File: config.mk
export PLATFORM = sky130hd
export DESIGN_NAME = ddr_arbiter
export DESIGN_NICKNAME = d
export VERILOG_FILES = /design/src/rtl/ddr_arbiter.sv
export SDC_FILE = /design/constraint.sdc
export NUM_CORES = 1
export LEC_CHECK = 0
export ABC_AREA = 1
export BUFFER_PORTS_ARGS = -buffer_cell sky130_fd_sc_hd__buf_2
export CAP_MARGIN = 0
export CORE_AREA = 3 3 209 211
export DETAILED_ROUTE_END_ITERATION = 12
export DIE_AREA = 0 0 212 214
export PLACE_DENSITY = 0.36
export SYNTH_ARGS = -nofsm -noshare
export SYNTH_HDL_FRONTEND = slang
export SYNTH_SLANG_ARGS = --single-unit
File: constraint.sdc
create_clock -name clk_sys -period 3.2 [get_ports clk_sys]
set_input_delay 0.64 -clock clk_sys [delete_from_list [all_inputs] [get_ports clk_sys]]
set_output_delay 0.64 -clock clk_sys [all_outputs]
set_load 0.02 [all_outputs]
File: src/rtl/ddr_arbiter.sv
// Two-port burst arbiter in front of the DDRAM port. Grants one requester a
// whole burst at a time; read bursts are held until every beat has returned,
// write bursts until every beat has been accepted. Ties go round-robin.
module ddr_arbiter #(
    parameter int ADDR_WIDTH  = 32,
    parameter int DATA_WIDTH  = 64,
    parameter int BURST_WIDTH = 8
) (
    input  logic                    clk_sys,
    input  logic                    reset_n,

    input  logic                    in0_rd,
    input  logic                    in0_wr,
    input  logic [ADDR_WIDTH-1:0]   in0_addr,
    input  logic [BURST_WIDTH-1:0]  in0_burst_len,
    input  logic [DATA_WIDTH-1:0]   in0_din,
    input  logic [DATA_WIDTH/8-1:0] in0_mask,
    output logic                    in0_wait_req,
    output logic                    in0_valid,
    output logic [DATA_WIDTH-1:0]   in0_dout,
    output logic                    in0_burst_done,

    input  logic                    in1_rd,
    input  logic                    in1_wr,
    input  logic [ADDR_WIDTH-1:0]   in1_addr,
    input  logic [BURST_WIDTH-1:0]  in1_burst_len,
    input  logic [DATA_WIDTH-1:0]   in1_din,
    input  logic [DATA_WIDTH/8-1:0] in1_mask,
    output logic                    in1_wait_req,
    output logic                    in1_valid,
    output logic [DATA_WIDTH-1:0]   in1_dout,
    output logic                    in1_burst_done,

    output logic                    ddr_rd,
    output logic                    ddr_wr,
    output logic [ADDR_WIDTH-1:0]   ddr_addr,
    output logic [BURST_WIDTH-1:0]  ddr_burst_len,
    output logic [DATA_WIDTH-1:0]   ddr_din,
    output logic [DATA_WIDTH/8-1:0] ddr_mask,
    input  logic                    ddr_wait_req,
    input  logic                    ddr_valid,
    input  logic [DATA_WIDTH-1:0]   ddr_dout
);

    localparam logic [1:0] IDLE  = 2'd0;
    localparam logic [1:0] READ  = 2'd1;
    localparam logic [1:0] WRITE = 2'd2;

    localparam logic [BURST_WIDTH:0]   ONE     = 1;
    localparam logic [BURST_WIDTH-1:0] LEN_ONE = 1;

    logic [1:0]              state;
    logic                    owner;
    logic                    prio;
    logic [BURST_WIDTH:0]    beats_left;
    logic [ADDR_WIDTH-1:0]   lat_addr;
    logic [BURST_WIDTH-1:0]  lat_len;

    logic                    req0, req1, any_req, win, sel;
    logic                    sel_rd, sel_wr;
    logic [ADDR_WIDTH-1:0]   sel_addr;
    logic [BURST_WIDTH-1:0]  sel_len;
    logic [DATA_WIDTH-1:0]   sel_din;
    logic [DATA_WIDTH/8-1:0] sel_mask;
    logic                    sel_wait, rd_acc, wr_acc, beat_vld, done;

    assign req0    = in0_rd | in0_wr;
    assign req1    = in1_rd | in1_wr;
    assign any_req = req0 | req1;
    // A lone requester wins; a tie goes to prio.
    assign win     = (req0 & req1) ? prio : req1;
    // Port whose command is on the bus: the winner while idle, else the owner.
    assign sel     = (state == IDLE) ? win : owner;

    assign sel_rd   = sel ? in1_rd        : in0_rd;
    assign sel_wr   = sel ? in1_wr        : in0_wr;
    assign sel_addr = sel ? in1_addr      : in0_addr;
    assign sel_len  = sel ? in1_burst_len : in0_burst_len;
    assign sel_din  = sel ? in1_din       : in0_din;
    assign sel_mask = sel ? in1_mask      : in0_mask;

    // Command forwarding, stall and per-beat strobes; all forced idle in reset.
    always_comb begin
        ddr_rd        = 1'b0;
        ddr_wr        = 1'b0;
        ddr_addr      = sel_addr;
        ddr_burst_len = sel_len;
        ddr_din       = sel_din;
        ddr_mask      = sel_mask;
        sel_wait      = 1'b1;
        rd_acc        = 1'b0;
        wr_acc        = 1'b0;
        beat_vld      = 1'b0;
        done          = 1'b0;
        if (reset_n) begin
            case (state)
                IDLE: begin
                    ddr_rd   = any_req & sel_rd;
                    ddr_wr   = any_req & sel_wr & ~sel_rd;
                    sel_wait = ddr_wait_req;
                    rd_acc   = ddr_rd & ~ddr_wait_req;
                    wr_acc   = ddr_wr & ~ddr_wait_req;
                    done     = wr_acc & (sel_len <= LEN_ONE);
                end
                READ: begin
                    beat_vld = ddr_valid;
                    done     = ddr_valid & (beats_left == ONE);
                end
                WRITE: begin
                    ddr_wr        = sel_wr;
                    ddr_addr      = lat_addr;
                    ddr_burst_len = lat_len;
                    sel_wait      = ddr_wait_req;
                    wr_acc        = ddr_wr & ~ddr_wait_req;
                    done          = wr_acc & (beats_left == ONE);
                end
                default: ;
            endcase
        end
    end

    assign in0_wait_req   = sel ? 1'b1 : sel_wait;
    assign in1_wait_req   = sel ? sel_wait : 1'b1;
    assign in0_valid      = beat_vld & ~sel;
    assign in1_valid      = beat_vld &  sel;
    assign in0_burst_done = done & ~sel;
    assign in1_burst_done = done &  sel;
    assign in0_dout       = ddr_dout;
    assign in1_dout       = ddr_dout;

    // Grant state machine: burst beat counting and round-robin priority.
    always_ff @(posedge clk_sys or negedge reset_n) begin
        if (!reset_n) begin
            state      <= IDLE;
            owner      <= 1'b0;
            prio       <= 1'b0;
            beats_left <= '0;
            lat_addr   <= '0;
            lat_len    <= '0;
        end else begin
            case (state)
                IDLE: begin
                    if (rd_acc) begin
                        owner      <= win;
                        beats_left <= (sel_len == '0) ? ONE : {1'b0, sel_len};
                        state      <= READ;
                    end else if (wr_acc) begin
                        if (sel_len <= LEN_ONE) begin
                            prio <= ~win;
                        end else begin
                            owner      <= win;
                            beats_left <= {1'b0, sel_len} - ONE;
                            lat_addr   <= sel_addr;
                            lat_len    <= sel_len;
                            state      <= WRITE;
                        end
                    end
                end
                READ: begin
                    if (ddr_valid) begin
                        beats_left <= beats_left - ONE;
                        if (beats_left == ONE) begin
                            prio  <= ~owner;
                            state <= IDLE;
                        end
                    end
                end
                WRITE: begin
                    if (wr_acc) begin
                        beats_left <= beats_left - ONE;
                        if (beats_left == ONE) begin
                            prio  <= ~owner;
                            state <= IDLE;
                        end
                    end
                end
                default: state <= IDLE;
            endcase
        end
    end

endmodule

# Yosys cells after proc, flatten, opt, wreduce, memory -nomap -nowiden
# Cells that the tools add are included.
[totals]
regBits = 53
inputBits = 296
output_inout_bits = 248
word_cells = 106
[classes]
add_sub_neg = 2
order_cmp = 1
eq_ne = 11
muxes = 52
bitwise_logic = 24
n_reduce_logical = 10
[op_table]
columns = ["op", "n"]
rows = [
  ["$mux W32", 3],
  ["$mux W64", 1],
  ["$mux W9", 5],
  ["$mux W8", 5],
  ["$pmux W9 S3", 1],
  ["$mux W1", 26],
  ["$and A1 B1 Y1", 14],
  ["$mux W2", 6],
  ["$ne A2 B2 Y1 const B", 5],
  ["$eq A9 B1 Y1 const B", 1],
  ["$sub A8 B1 Y9 const B", 1],
  ["$sub A9 B1 Y9 const B", 1],
  ["$le A8 B1 Y1 const B", 1],
  ["$logic_not A8 Y1", 1],
  ["$reduce_and A4 Y1", 2],
  ["$not A1 Y1", 7],
  ["$ne A3 B3 Y1 const B", 2],
  ["$pmux W1 S3", 2],
  ["$pmux W2 S3", 1],
  ["$reduce_and A6 Y1", 1],
  ["$reduce_and A5 Y1", 1],
  ["$pmux W1 S2", 2],
  ["$or A1 B1 Y1", 3],
  ["$reduce_and A3 Y1", 1],
  ["7 further kinds", 7],
]

# Depth between registers and ports, before layout
[logic_depth]
ltp_word = 13
mapped_depth = 19
depth_no_buf = 17

# Worst setup path before layout
# No wires, ideal clock.
[synth_timing]
path_type = "input -> output"
startpoint = "input in1_rd"
endpoint = "output in0_burst_done"
t_arrival_ns = 2.099
t_required_ns = 2.560
path_slack_ns = 0.461
path_stages = 13
path_buffers = 1
cell_sequence = "nor2_1 -> inv_1 -> nand3_2 -> buf_4 -> nand3_1 -> nand2_2 -> ha_1 -> inv_1 -> nand2_1 -> nand3_2 -> o21ai_0 -> nand2_1 -> nor2_1"
[synth_between]
elab_chain_len = 12
word_cells_on_any_way = 20
cone_classes = "1 x order compare; 7 x mux; 12 x bitwise"
[synth_rtl]
columns = ["element", "line_no", "source"]
rows = [
  ["start: declaration", "23", "input logic in1_rd,"],
  ["parallel branches: the longest is 11 deep, another holds $le A8 B1 Y1", "--", ""],
  ["$and A1 B1 Y1 (*)", "126", "assign in0_burst_done = done & ~sel;"],
  ["end: declaration", "21", "output logic in0_burst_done,"],
]
# Mark *: on every way between the ends.

# Final worst setup path
[layout_timing]
startpoint = "register state[0]"
endpoint = "output in0_burst_done"
[layout_between]
elab_chain_len = 10
word_cells_on_any_way = 19
cone_classes = "1 x order compare; 2 x eq/ne; 6 x mux; 9 x bitwise; 1 x reduce/logical"
[layout_rtl]
columns = ["element", "line_no", "source"]
rows = [
  ["start: declaration", "52", "logic [1:0] state;"],
  ["start signal: assignment", "134", "state <= IDLE;"],
  ["start signal: assignment", "146", "state <= READ;"],
  ["start signal: assignment", "155", "state <= WRITE;"],
  ["parallel branches: the longest is 9 deep, another holds $le A8 B1 Y1", "--", ""],
  ["$and A1 B1 Y1 (*)", "126", ""],
]
# Marked as above.

==> reports/results.ini <==
[route]
drc=0
vias_per_cell=3.881
routed_wl_um=32800
drt_iter0_markers=331
avgRoutedWirePerCell_um=18.60
antenna_left=0
first_pass_iters=5
vias=6842

[die]
core_um2=41950
fp.dieH_um=214
rows=75
ios=544
die_w_um=212
dieArea_um2=45370
start_util=0.1426

[critical_path]
timing.rr.end=lat_len[2]$_DFFE_PN0P_
worstSetupStartpointType=flip-flop
cp_max_fo=6
reg2regPathDepth=16
cp.required_ns=2.56
reg2reg_slack_ns=0.61
worstPathArrival_ns=2.42
r2r-start=state[0]$_DFFE_PN0P_
worst_setup_path_end_kind=output port
crit_type=flip-flop to output port

[final_layout]
mostFrequentLayoutCells=nand2_1, buf_2, inv_1
layout-drive-gt1-share=0.4046
nFillCells=4959
final_area_um2=7835
layout_commonest_cell=nand2_1
area_delta_synth_final_pct=30.95
stdcell_count=1763
nNetsFinal=1524

[job]
drv_cap=0

[place]
port_buffers=351
gp_routability_congestion=0.8202
dp_hpwl_um=28910
dpl.cell_count=1750
placed_area_um2=7607

[global_route]
antenna_found_initial=23
grt_pass1_wl_um=45130
grt_max_degree=57
grt_pass1_vias=6481
gr-usage-all-layers=0.1374
grt-ovfl-total=0

[sta]
tightest_slew_ns=0.6941
fin_worst_skew_ns=0.009506
finalSetupTns_ns=0
max_freq_ghz=0.3269
fin_crit_sh=0.9559
final_max_slew_viol_count=0
setup_viol=0
max-slew-margin-rel=0.5373
hold_ws_ns=0.3106
finalCriticalPeriod_ns=3.059
hold_viol=0

[synthesis]
synth_top_area_cell=nand2_1
ys_warn_count=0
syn_avg_cell_area_um2=6.038
syn_area_um2=5983
synth_top_area_frac=0.2880
synth_seq_area_share=0.2217
netlist_top_cells_area=nand2_1, dfrtp_1, buf_4
synth_nets=1295
ys_seq_elements=53
synth_cells=991
yosysUniqueCellTypes=30

[clock_network]
cts_tree=done
clk_pin_slew_ns=0.09
cts_made_buffers=5
clock-root-buffer=clkbuf_16
clock_path_buffers=2
cts.sinks=53
clock_latency_ns=0.32
h-tree-depth=2

[power]
vdd_drop_max_mv=0.3550
sw_frac_of_total=0.5797
p_clk_frac=0.075
internal_power_mw=3.443
powerDensity_nw_per_um2=1046
pwr-share-seq=0.140
power_frac_comb=0.785
p_leak_nw=4.533
p_sw_mw=4.749

[run_status]
status=finished clean

[hold_path]
hp-class=primary input to asynchronous set/reset pin

## worst max-delay path: stages, from the launching register on
cell	delay, ns
dfrtp_1	0.42
inv_2	0.09
ha_4	0.18
nand3_4	0.13
nand2_4	0.14
buf_12	0.12
nand2_1	0.05
nand2_1	0.09
nand2_2	0.08
nor2_4	0.15
nand3_4	0.11
o21ai_1	0.17
nand2_1	0.10
nor2_1	0.09
buf_2	0.17
## flip-flops by register name, indices dropped and copies added, names as in the netlist
register / flops
lat_addr: 32
beats_left: 9
lat_len: 8
state: 2
owner: 1
prio: 1
## per-layer routing
metal	GRT usage	vias up	wire length, µm
li1	-	3364	-
met1	0.1587	3030	12760
met2	0.2449	398	16420
met3	0.04115	46	2984
met4	0.03706	4	605
met5	0	-	33
## repair_timing
item / in CTS / in global routing
setup buffers: 0 / 2
gates resized for setup: 7 / 10
pin swaps: 0 / 1
endpoints found under the setup margin: 74 / 7
hold buffers: 0 / 0
## power groups by stage
| stage | Clock (mW) | Combinational (mW) | Sequential, mW |
|---|---|---|---|
| 2_1_floorplan | 0 | 4.31 | 1.12 |
| 3_3_place_gp | 0 | 6.47 | 1.15 |
| 3_5_place_dp | 0 | 6.47 | 1.15 |
| 4_1_cts | 0.672 | 6.53 | 1.14 |
| 5_1_grt | 0.682 | 7.16 | 1.19 |
| 6_report | 0.615 | 6.43 | 1.15 |
## per-stage QoR
| step | setup slack [ns] | power [mW] | utilization |
|---|---|---|---|
| after floorplan | 0.4614 | 5.429 | - |
| after CTS | 0.02390 | 8.344 | 0.1856 |
| after global placement | 0.02467 | 7.615 | 0.1814 |
| final | 0.1410 | 8.192 | 0.1868 |
| after global routing | -0.003298 | 9.033 | 0.1868 |
| after detailed placement | 0.03772 | 7.621 | 0.1814 |
## kinds of logic after synthesis
group | count (synthesis) | synth area share
buf+inv | 254 | 0.2553
xor+xnor | 4 | 0.005856
fa+ha+maj | 8 | 0.01673
compound gates | 105 | 0.1115
flops | 53 | 0.2217
simple gates | 567 | 0.3890
## area by class of cell
| cell class | count | area, µm² | area share |
|---|---|---|---|
| antenna | 3 | 7.507 | 0.0009582 |
| clock buffer | 5 | 125.1 | 0.01597 |
| clock inverter | 3 | 26.28 | 0.003354 |
| inverter | 80 | 302.8 | 0.03865 |
| multi-input combinational | 684 | 3177 | 0.4055 |
| sequential | 53 | 1326 | 0.1693 |
| tap | 539 | 674.4 | 0.08607 |
| timing repair buffer | 396 | 2196 | 0.2803 |
## worst max-delay path by stage
| stage | from | end | depth (start not counted) |
|---|---|---|---|
| after floorplan | in1_rd | in0_burst_done | 13 |
| after global placement | in1_rd | in0_burst_done | 16 |
| after detailed placement | in1_rd | in0_burst_done | 16 |
| after CTS | state[0]$_DFFE_PN0P_ | in1_burst_done | 16 |
| after global routing | state[0]$_DFFE_PN0P_ | in1_burst_done | 16 |
| final | state[0]$_DFFE_PN0P_ | in0_burst_done | 14 |
## Yosys cell counts
master,n
o22ai_1,4
nand2_2,38
nand3_2,3
a21oi_2,1
nand4_1,4
a21boi_2,1
buf_6,5
nand3_1,25
a21boi_0,1
buf_1,11
xor2_1,1
nand2_1,459
buf_4,132
inv_2,3
xnor2_1,3
inv_1,77
ha_1,8
buf_2,6
nor3_1,6
o21ai_1,8
or2_2,1
dfrtp_1,53
clkbuf_1,17
nor2_1,24
o21ai_2,33
nand3b_1,5
nor2_4,2
o21ai_0,51
buf_8,3
a21oi_1,6
Note: power is estimated with default switching activity, not from simulation.
